File: config.mk
export PLATFORM = sky130hd
export DESIGN_NAME = normalizer
export DESIGN_NICKNAME = d
export VERILOG_FILES = /design/src/rtl/normalizer.sv
export SDC_FILE = /design/constraint.sdc
export NUM_CORES = 1
export LEC_CHECK = 0
export CORE_MARGIN = 1
export CORE_UTILIZATION = 50
export DETAILED_ROUTE_END_ITERATION = 12
export PLACE_DENSITY_LB_ADDON = 0.08
export SYNTH_ARGS = -nofsm -noshare
export SYNTH_HDL_FRONTEND = slang
export SYNTH_SLANG_ARGS = --single-unit
File: constraint.sdc
create_clock -name clk -period 2.7 [get_ports clk]
set_clock_uncertainty 0.05 [all_clocks]
set_input_delay 0.54 -clock clk [delete_from_list [all_inputs] [get_ports clk]]
set_output_delay 0.54 -clock clk [all_outputs]
set_load 0.005 [all_outputs]
File: src/rtl/normalizer.sv
// Multicycle 16-bit normalize unit: binary-search leading/trailing zero count
// (8, 4, 2, 1 per cycle) with a start/done handshake and registered results.
module normalizer (
  input  logic        clk,
  input  logic        rst,
  input  logic        start,
  input  logic [15:0] In,
  input  logic        Dir,
  output logic [15:0] Out,
  output logic [3:0]  Cnt,
  output logic        Zero,
  output logic        busy,
  output logic        done
);

  typedef enum logic [2:0] {
    IDLE = 3'd0,
    S8   = 3'd1,
    S4   = 3'd2,
    S2   = 3'd3,
    S1   = 3'd4,
    DONE = 3'd5
  } state_t;

  state_t      state_q, state_d;
  logic [15:0] work_q, work_d;
  logic [3:0]  acc_q, acc_d;
  logic        dir_q;
  logic [15:0] out_q;
  logic [3:0]  cnt_q;
  logic        zero_q;
  logic        busy_q;
  logic        done_q;
  logic        accept;

  // Dir 0 tests the top k bits and shifts left; Dir 1 tests the bottom k
  // bits and shifts right. A stage that fires sets its count bit.
  always_comb begin
    work_d  = work_q;
    acc_d   = acc_q;
    state_d = state_q;
    accept  = 1'b0;
    case (state_q)
      IDLE: begin
        if (start) begin
          accept  = 1'b1;
          state_d = S8;
        end
      end
      S8: begin
        state_d = S4;
        if (!dir_q && work_q[15:8] == 8'h00) begin
          work_d   = work_q << 8;
          acc_d[3] = 1'b1;
        end else if (dir_q && work_q[7:0] == 8'h00) begin
          work_d   = work_q >> 8;
          acc_d[3] = 1'b1;
        end
      end
      S4: begin
        state_d = S2;
        if (!dir_q && work_q[15:12] == 4'h0) begin
          work_d   = work_q << 4;
          acc_d[2] = 1'b1;
        end else if (dir_q && work_q[3:0] == 4'h0) begin
          work_d   = work_q >> 4;
          acc_d[2] = 1'b1;
        end
      end
      S2: begin
        state_d = S1;
        if (!dir_q && work_q[15:14] == 2'b00) begin
          work_d   = work_q << 2;
          acc_d[1] = 1'b1;
        end else if (dir_q && work_q[1:0] == 2'b00) begin
          work_d   = work_q >> 2;
          acc_d[1] = 1'b1;
        end
      end
      S1: begin
        state_d = DONE;
        if (!dir_q && !work_q[15]) begin
          work_d   = work_q << 1;
          acc_d[0] = 1'b1;
        end else if (dir_q && !work_q[0]) begin
          work_d   = work_q >> 1;
          acc_d[0] = 1'b1;
        end
      end
      DONE: begin
        if (start) begin
          accept  = 1'b1;
          state_d = S8;
        end else begin
          state_d = IDLE;
        end
      end
      default: state_d = IDLE;
    endcase
  end

  always_ff @(posedge clk) begin
    if (rst) begin
      state_q <= IDLE;
      work_q  <= 16'h0000;
      acc_q   <= 4'h0;
      dir_q   <= 1'b0;
      out_q   <= 16'h0000;
      cnt_q   <= 4'h0;
      zero_q  <= 1'b0;
      busy_q  <= 1'b0;
      done_q  <= 1'b0;
    end else begin
      state_q <= state_d;
      busy_q  <= (state_d == S8) || (state_d == S4) ||
                 (state_d == S2) || (state_d == S1);
      done_q  <= (state_d == DONE);
      if (accept) begin
        work_q <= In;
        dir_q  <= Dir;
        acc_q  <= 4'h0;
      end else begin
        work_q <= work_d;
        acc_q  <= acc_d;
      end
      // A nonzero operand can never shift to zero, so a zero final work
      // word identifies a zero operand.
      if (state_q == S1) begin
        out_q  <= work_d;
        cnt_q  <= acc_d;
        zero_q <= (work_d == 16'h0000);
      end
    end
  end

  assign Out  = out_q;
  assign Cnt  = cnt_q;
  assign Zero = zero_q;
  assign busy = busy_q;
  assign done = done_q;

endmodule

# After elaboration in Yosys (flattened, before gate mapping)
# Cells that the tools add are included.
dict set report classes {
  eq_ne 10
  mux 27
  n_reduce_logical 24
}
# op n
set op_table {}
lappend op_table {{16-bit two-way mux} 9}
lappend op_table {{16-bit one-hot mux with 4 select lines} 1}
lappend op_table {{3-bit one-hot mux with 6 select lines} 1}
lappend op_table {{16-bit logical NOT} 1}
lappend op_table {{8-bit logical NOT} 2}
lappend op_table {{1-bit two-way mux} 15}
lappend op_table {{3-bit by 2-bit equality test with 1-bit output (second input constant)} 4}
lappend op_table {{3-bit equality test (second input constant)} 4}
lappend op_table {{1-bit logical AND} 8}
lappend op_table {{4-bit logical NOT} 2}
lappend op_table {{3-bit by 1-bit equality test with 1-bit output (second input constant)} 2}
lappend op_table {{2-bit logical NOT} 2}
lappend op_table {{2-bit OR reduction} 2}
lappend op_table {{1-bit logical NOT} 3}
lappend op_table {{3-bit logical NOT} 1}
lappend op_table {{1-bit logical OR} 3}
lappend op_table {{3-bit two-way mux} 1}
dict set report word_totals {
  register_bits 47
  input_bits 20
  out_inout_bits 23
}

# Longest topological paths before layout
dict set report depth {
  word_depth 6
  mapped_depth 11
}

# Least setup slack after synthesis
# Ideal clock, no wire load.
dict set report synth_path {
  kind {register to register}
  start {reg dir_q}
  end {reg zero_q (netlist: Zero)}
  setup_time_ns 0.069
  t_arrival_ns 2.399
  t_required_ns 2.581
  setup_slack_ns 0.182
  path_stages_with_launch 11
  period_less_slack_ns 2.518
  cell_sequence {dfxtp_1 -> or3_1 -> buf_2 -> or2_0 -> buf_2 -> o21ai_4 -> a21oi_2 -> or4_4 -> nor4b_2 -> nand3_1 -> o21ai_1}
}
dict set report synth_via {
  elab_chain_len 5
}
# element line
set synth_lines {}
lappend synth_lines {{start, declared} 28} ;# logic dir_q;
lappend synth_lines {{start signal, assigned} 120} ;# dir_q <= Dir;
lappend synth_lines {{1-bit logical AND (tied with other cells)} 85} ;# end else if (dir_q && !work_q[0]) begin
lappend synth_lines {{16-bit two-way mux (tied with other cells)} 85}
lappend synth_lines {{16-bit two-way mux (on tied branches)} n/a}
lappend synth_lines {{16-bit one-hot mux with 4 select lines (*)} 43} ;# case (state_q)
lappend synth_lines {{16-bit logical NOT (*)} 131} ;# zero_q <= (work_d == 16'h0000);
lappend synth_lines {{end signal, assigned} 131}
lappend synth_lines {{end, declared} 31} ;# logic zero_q;
# Every way passes the cells marked *; elsewhere a longest branch is shown, timed or not.
# A chain may end at the register's enable or synchronous reset.

# Final worst setup path
# Same ends and word-level chain as after synthesis.

==> run metrics <==
status finished clean; drt via density 6.64; CP Class reg2reg; WHS Endpoint Cnt[3]; post-layout min period 2620 ps; Worst slew margin 0.569; TritonCTS Buffers 5; 1st-pass router iterations 6; commonest non-fill, non-tap cell in the layout nand2_1; CTS sink cnt 47; peak per-stage delay on the critical path 490 ps; chip width 83.0 um; Synth Net Count 492; diode count 0; CTS tree done; ys async rst share 0; Hold Path Class reg2reg; final antenna-violating net count 0; Cell Area, Synth 3280 um^2; via count 3980; vias in the first global route 3549; final setup violation count 0; GR Overflow Total 0; Total Routing Usage GR 0.367; Levels on crit path 9; transition time of the tightest slew-check pin 647 ps; endpoint class of the critical path register; most frequent cells in the layout 64 x nand2_1, 56 x nor2_1, 51 x buf_4; HPWL after DPL 8.78 mm; post-synth cell types 55; Cell Pwr Density 558 nW/um^2; final hold viol count 0; Cell Chain, Critical Path or3b_2 -> nor3_1 -> buf_4 -> a211oi_1 -> o21ai_0 -> nand4_1 -> nor4_1 -> nand3_1 -> o21ai_1; final instance count without filler cells 599; Critical Path RT 2900 ps; reg2reg start dir_q; PortBufs 42; Boundary Pins 43; sequential share of the synthesized area 0.287; Skew-Pair Late Insertion Delay 320 ps; CP max-delay cell or3b_2; clk slew on worst S/H paths 100 ps; syn avg cell area 6.96 um^2; Leakage 1.48 nW; Peak supply drop 0.000347 V; maxcap violations 0; worst-path maximum fanout 5; Initial Util 0.517; Die H 83.0 um; CP Launch Type register; critical path data arrival time 2830 ps; DR iter-0 viols 426; CP bufs+invs 1; first-pass GRT wire length 19.9 mm; pin count of the biggest net entering global routing 47; Peak Freq 381 MHz; total wire length 12.5 mm; Syn-to-layout area delta 26.1%; Final Core Density 0.652; Tcrit/Tclk final 0.972; Synth Register Bits 47; Setup TNS Final 0 ps; Synth area leaders dfxtp_1 29%, a21oi_1 7.5%, nand2_1 7.3%; initial antenna violation count 0; Synth Warn # 0; drc violations 0; WL/cell 20.9 um; hold_sp Cnt[3]; Total Die Area 6890 um^2; Core Box Area 6350 um^2; EDFF count, synth 0; Crit. Startpoint dir_q; Std-Cell Rows 29; CTS Buffer Depth 2; area leader, netlist dfxtp_1; share of layout cells above drive strength 1 0.149; Gate Count Post-Synth 472; Most used DFF post-synth dfxtp_1; post-CTS setup buffer count 0; nets 541; unrepaired setup endpoints after global routing no; R2R Setup Slk 80 ps; routability congestion estimate 1.01; CP top delay family simple AND/OR/NAND/NOR gates; worst hold slack 409 ps; Max Slew Vio Count 0; Hold Path Depth 2; Root Buffer clkbuf_8; top-area cell type share of the netlist area 0.287; Worst Reg-to-Reg Cells 9; Placed Instances 591; Reg-to-Reg End Zero; H-Tree Depth 2
[area by class of cell]
cell class	count	area, um^2
Sequential cell	47	942
Tap cell	77	96.3
Clock inverter	3	47.5
Inverter	5	18.8
Timing Repair Buffer	95	843
Fill cell	576	2210
Multi-Input combinational cell	367	2120
Clock buffer	5	68.8
[cell families after synthesis]
group           after synthesis  share of synthesized area
simple gates                188                      0.269
compound gates              160                      0.317
buf+inv                      58                     0.0686
flops                        47                      0.287
mux                          16                     0.0503
xor+xnor                      3                    0.00800
[worst register-to-register path, delay by kind of cell (launching register included)]
family / cells / cell delay [ps]
AND/OR/NAND/NOR: 5 / 1460
buffers and inverters: 1 / 220
flip-flops: 1 / 410
AO/OA/AOI/OAI: 3 / 430
[timing repair]
| item | in CTS | in global routing |
|---|---|---|
| gates resized for setup | 0 | 4 |
| hold buffers | 0 | 0 |
| endpoints found under the setup margin | 0 | 1 |
[power breakdown]
part           internal, mW  total [mW]  switching (mW)
Clock                 0.281       0.563           0.282
Combinational         0.373       0.972           0.600
Sequential            0.738       0.775          0.0373
Total                  1.39        2.31           0.919
[stage by stage]
step                      total power [mW]  worst slack, ps  area [um^2]
final                                 2.31             76.1         4140
after global routing                  2.39             4.68         4140
after CTS                             2.28             11.1         4130
after detailed placement              1.72              109         4020
after global placement                1.71             73.2         4020
after floorplan                       1.36              182         3280
[cells in the mapped netlist (4+ instances only)]
cell,instances
o22ai_1,5
buf_1,4
a31oi_1,11
mux2i_1,12
nor2_1,56
o211ai_1,6
a22oi_1,6
nor4_1,4
mux2_2,4
buf_2,6
nand2_1,64
dfxtp_1,47
nor3b_1,5
a311oi_1,6
a211oi_1,27
o221ai_1,4
a21oi_1,49
nand3_1,5
clkbuf_1,43
o21ai_0,23
nor2b_1,7
inv_1,5
nor3_1,21
nand4_1,5
[sequential cells by signal, summed over array words and instances, names as in the netlist]
register  count
done          1
Out          16
state_q       3
work_q       16
Cnt           4
busy          1
Zero          1
dir_q         1
acc_q         4
[worst max-delay path by stage]
| stage | to | slack (ps) |
|---|---|---|
| 4_1_cts | Zero | 10 |
| 3_5_place_dp | Zero | 110 |
| 2_1_floorplan | Zero | 180 |
| 3_3_place_gp | Zero | 70 |
| 5_1_grt | Zero | 5 |
| 6_report | Zero | 80 |
[per-layer routing]
metal	vias to the layer above	track usage	wire, um
li1	1820	-	-
met1	1861	0.495	5230
met2	250	0.590	5720
met3	49	0.0596	1110
met4	0	0.135	488
met5	-	0	0
Note: power is estimated with default switching activity, not from simulation.
